### src/rtl/hdmi_island_sched.sv
// hdmi_island_sched: schedules the packet type of each HDMI data-island slot
// and buffers audio samples for the audio slots (0 and 1).
// Optional build macro: HDMI_AUDIO_STATS_EN adds underrun/overrun counters
// and the stats_clr input.
module hdmi_island_sched #(
  parameter int unsigned AW      = 4,
  parameter int unsigned LINES   = 45,
  parameter int unsigned CSB_LEN = 192
) (
  input  logic          clk,
  input  logic          reset,
  input  logic          hsync,
  input  logic          vsync,
  input  logic          audio_w,
  input  logic [31:0]   audio,
  input  logic          slot_req,
  input  logic [1:0]    slot_idx,
  output logic          rsp_valid,
  output logic [2:0]    rsp_type,
  output logic [31:0]   rsp_sample,
  output logic          rsp_first,
  output logic [7:0]    rsp_csb,
  output logic [AW:0]   fifo_level,
  output logic          ovf
`ifdef HDMI_AUDIO_STATS_EN
  ,
  input  logic          stats_clr,
  output logic [15:0]   underrun_cnt,
  output logic [15:0]   overrun_cnt
`endif
);

  localparam int unsigned DEPTH = 1 << AW;
  localparam int unsigned YW    = (LINES > 1) ? $clog2(LINES) : 1;
  localparam int unsigned CW    = 8;

  typedef enum logic {ST_IDLE, ST_RUN} state_t;

  state_t          state_q, state_d;
  logic [31:0]     mem [DEPTH];
  logic [AW:0]     wptr_q, rptr_q, wptr_d, rptr_d;
  logic [YW-1:0]   y_q;
  logic            hs_q;
  logic [CW-1:0]   csb_q;
  logic            running, audio_slot, empty, full;
  logic            pop, push, drop, hs_rise;
  logic [2:0]      island_type, type_d;

  // Run state register: idle until the first vsync after reset
  always_ff @(posedge clk or posedge reset) begin
    if (reset) state_q <= ST_IDLE;
    else       state_q <= state_d;
  end

  // Next-state: a vsync while idle starts the block for good
  always_comb begin
    state_d = state_q;
    case (state_q)
      ST_IDLE: if (vsync) state_d = ST_RUN;
      ST_RUN:  state_d = ST_RUN;
      default: state_d = ST_IDLE;
    endcase
  end

  // FIFO control, hsync edge and response type decode
  always_comb begin
    running     = (state_q == ST_RUN);
    audio_slot  = (slot_idx < 2'd2);
    empty       = (fifo_level == '0);
    full        = (fifo_level == (AW+1)'(DEPTH));
    pop         = slot_req && running && audio_slot && !empty;
    push        = audio_w && running && (!full || pop);
    drop        = audio_w && running && full && !pop;
    hs_rise     = hsync && !hs_q;
    wptr_d      = wptr_q + (AW+1)'(push);
    rptr_d      = rptr_q + (AW+1)'(pop);
    island_type = 3'd0;
    case (y_q)
      YW'(0):  island_type = 3'd2;
      YW'(1):  island_type = 3'd3;
      YW'(2):  island_type = 3'd4;
      YW'(3):  island_type = 3'd5;
      default: island_type = 3'd0;
    endcase
    type_d = 3'd0;
    if (running) begin
      if (audio_slot) type_d = empty ? 3'd0 : 3'd1;
      else            type_d = island_type;
    end
  end

  // Sample storage; the head read for a pop sees the pre-write contents
  always_ff @(posedge clk) begin
    if (push) mem[wptr_q[AW-1:0]] <= audio;
  end

  // Pointers, line counter, channel-status counter and registered response
  always_ff @(posedge clk or posedge reset) begin
    if (reset) begin
      wptr_q     <= '0;
      rptr_q     <= '0;
      fifo_level <= '0;
      ovf        <= 1'b0;
      hs_q       <= 1'b0;
      y_q        <= '0;
      csb_q      <= '0;
      rsp_valid  <= 1'b0;
      rsp_type   <= '0;
      rsp_sample <= '0;
      rsp_first  <= 1'b0;
      rsp_csb    <= '0;
    end else begin
      wptr_q     <= wptr_d;
      rptr_q     <= rptr_d;
      fifo_level <= wptr_d - rptr_d;
      if (drop) ovf <= 1'b1;
      hs_q <= hsync;
      if (hs_rise) y_q <= (y_q == YW'(LINES - 1)) ? '0 : y_q + YW'(1);
      if (pop) csb_q <= (csb_q == CW'(CSB_LEN - 1)) ? '0 : csb_q + CW'(1);
      rsp_valid <= slot_req;
      if (slot_req) begin
        rsp_type   <= type_d;
        rsp_sample <= pop ? mem[rptr_q[AW-1:0]] : '0;
        rsp_first  <= pop && (csb_q == '0);
        rsp_csb    <= pop ? csb_q : '0;
      end
    end
  end

`ifdef HDMI_AUDIO_STATS_EN
  // Saturating underrun/overrun counters; clear wins over increments
  always_ff @(posedge clk or posedge reset) begin
    if (reset) begin
      underrun_cnt <= '0;
      overrun_cnt  <= '0;
    end else if (stats_clr) begin
      underrun_cnt <= '0;
      overrun_cnt  <= '0;
    end else begin
      if (slot_req && running && audio_slot && empty && (underrun_cnt != 16'hFFFF))
        underrun_cnt <= underrun_cnt + 16'd1;
      if (drop && (overrun_cnt != 16'hFFFF))
        overrun_cnt <= overrun_cnt + 16'd1;
    end
  end
`endif

endmodule

### config.mk
export PLATFORM = sky130hd
export DESIGN_NAME = hdmi_island_sched
export DESIGN_NICKNAME = d
export VERILOG_FILES = /design/src/rtl/hdmi_island_sched.sv
export SDC_FILE = /design/constraint.sdc
export NUM_CORES = 1
export LEC_CHECK = 0
export BUFFER_PORTS_ARGS = -buffer_cell sky130_fd_sc_hd__buf_2
export CORE_MARGIN = 4
export CORE_UTILIZATION = 35
export DETAILED_ROUTE_END_ITERATION = 16
export PLACE_DENSITY_LB_ADDON = 0.12
export REMOVE_ABC_BUFFERS = 1
export SYNTH_ARGS = -nofsm -noshare
export SYNTH_HDL_FRONTEND = slang
export SYNTH_SLANG_ARGS = --single-unit
### constraint.sdc
create_clock -name clk -period 6 [get_ports clk]
set_clock_uncertainty 0.05 [all_clocks]
set_input_delay 0.6 -clock clk [delete_from_list [all_inputs] [get_ports clk]]
set_output_delay 0.6 -clock clk [all_outputs]
set_load 0.05 [all_outputs]
==> flow_summary.ini <==
[run_status]
status = finished clean

[die]
start_util_pct = 35.3
core_area_sq_um = 64500
ios = 91
die_w_um = 263
row_count = 93
fp.dieH_um = 263
die-area_sq_um = 69200

[yosys]
synth.cells.most_frequent = 512 x edfxtp_1, 128 x mux4_2, 77 x dfrtp_1
synth_adder_area_share_pct = 0.858
synth_top_family_by_area = multiplexers
synth-main-ff-cell = edfxtp_1
syn_area_sq_um = 22800
ys_async_sr_fraction_pct = 13.1
yosys.area_share.simple_pct = 3.05
synth_top_area_share_pct = 67.6
syn_area_per_cell_sq_um = 20.9
muxShareOfSynthArea_pct = 14.1
synth_edf_count = 512
synth_most_common_cell = edfxtp_1
synth_top_area_cell = edfxtp_1
synth_compound_area_share_pct = 3.89
synth-seq-cells = 589
seq_area_frac_synth_pct = 76.0
synth_area_leaders = edfxtp_1 68%, mux4_2 13%, dfrtp_1 8.5%
ys_types = 45
syn_inst = 1090
yosysWarnings = 0
synth_xor_area_share_pct = 0.462

[clock_network]
ctsLongestPathBuffers = 3
root_buffer = clkbuf_16
cts_tree = done
cts_buffers = 67
clock-sinks = 589
insertion_delay_ps = 600
clk_pin_slew_worst_paths_ps = 60
h-tree-depth = 3
cts_setup_buffers = 0

[power]
p_per_area_nw_per_um2 = 490
ir_drop_mv = 0.247
p_leak_nw = 8.99

[critical_path]
rrSetupSlack_ps = 2590
path_cells = nor4_1 -> a31oi_1 -> nand3b_1 -> nor3_2 -> buf_4
critPathSlowestCell = nor3_2
crit_path_end_kind = flip-flop
crit_buf_inv = 1
crit_family = simple AND/OR/NAND/NOR gates
slowest_delay_ps = 1120
cp.arrival_ps = 3600
path_class = reg -> reg
worstPathRequired_ps = 6190
cp_max_fo = 13
worst_setup_path_start_kind = flip-flop

[place]
gp_congestion = 0.714
hpwl_um = 27100
port_buffers = 89

[timing]
slew_headroom_pct = 8.89
finalSetupViolations = 0
fin_crit_ps = 3410
max_freq_ghz = 0.293
rsz0062_at_grt = no
drv_slew = 0
setup_tns_ps = 0
holdWs_ps = 104
timing.final.hold_violations = 0
tightestPinTransition_ps = 1360
fin_crit_sh_pct = 56.8

[drt]
drc = 0
vias = 11100
routed_wl_um = 52800
vias_per_cell = 5.19
wl_per_cell_um = 24.8
dr.pass1.iters = 5
drt_iter0_markers = 1032
drtAntennaViolNets = 0

[grt]
grt.total_usage_pct = 15.3
grt_pass1_wl_um = 78900
grt_max_degree = 73
gr-total-overflow = 0
antenna_found_initial = 1
grt_pass1_vias = 11800

[worst_hold_path]
min_path_type = in -> reg

[finish]
finalNetCount = 1273
final_core_util_pct = 41.0
drive_above_1_share_pct = 28.1
syn_to_final_growth_pct = 16.2

[flow_run]
drv_cap = 0
timing repair:
item	CTS	global route
hold endpoints to repair	27	0
gates resized for setup	0	0
hold buffers	1	0
flip-flops by register name (all words and copies together), names as in the netlist, 3 cells and up:
name	cells
mem	512
rsp_sample	32
csb_q	8
rsp_csb	8
y_q	6
fifo_level	5
rptr_q	5
wptr_q	5
rsp_type	3
final timing paths:
path	from	endpoint	cells past startpoint
worst max register to register	fifo_level[3]	mem[2][22]	5
max in group asynchronous	reset	rptr_q[1]	4
worst min-delay path	hsync	hs_q	1
worst max-delay path	fifo_level[3]	mem[2][22]	5
min in group asynchronous	reset	csb_q[6]	3
worst min register to register	ovf	ovf	2
layer usage:
layer | wire length [um] | global-route usage [%] | vias up
li1 | - | - | 4765
met5 | 0 | 0 | -
met1 | 23900 | 21.5 | 5983
met3 | 2540 | 3.21 | 68
met4 | 1060 | 4.09 | 0
met2 | 25300 | 24.5 | 241
layout make-up:
type	count	area, sq um
diodes	2	5.00
clock buffers	97	1860
clock inverters	26	262
fillers	5829	38000
inverters	15	58.8
multi-input cells	429	5200
flip-flops and latches	589	17300
well taps	855	1070
repair buffers	116	676
stage by stage:
| step | area (sq um) | cells | power [W] | worst slack, ps |
|---|---|---|---|---|
| floorplan | 22500 | 1033 | 0.00830 | -855 |
| global placement | 24300 | 2003 | 0.00916 | 2190 |
| detailed placement | 24300 | 2003 | 0.00918 | 2130 |
| CTS | 26400 | 2127 | 0.0132 | 2500 |
| global route | 26400 | 2127 | 0.0136 | 2370 |
| finish | 26400 | 2129 | 0.0129 | 2590 |
layout by cell type, fill, tap and decap left out, types with 7 or more instances in the layout:
master     count
a211o_1       33
a21o_1         8
a22o_1        12
a32o_1        32
buf_2         89
buf_4         24
clkbuf_1      25
clkbuf_16     69
clkinv_1       7
clkinv_2       9
dfrtp_1       73
edfxtp_1     512
ha_1          14
inv_1         12
mux2i_1       32
mux4_2       128
nand2_1       45
nand3_1        7
nor2_1        10
nor2_4        12
nor2b_1       33
o21ai_0        7
xnor2_1        8
power by group:
group	internal, W	leakage (nW)	switching, W	total, W
logic	0.00149	2.36	0.00196	0.00345
clock network	0.00234	1.04	0.00161	0.00395
registers	0.00502	5.59	0.000525	0.00555
total	0.00886	8.99	0.00409	0.0129
kinds of logic after synthesis:
logic type	count (synthesis)
adder cells (fa/ha/maj)	15
flip-flops	589
AO/OA/AOI/OAI	103
AND/OR/NAND/NOR	138
buffers and inverters	72
multiplexers	161
XOR/XNOR	12
No activity file was read; power rests on OpenSTA's default activity.
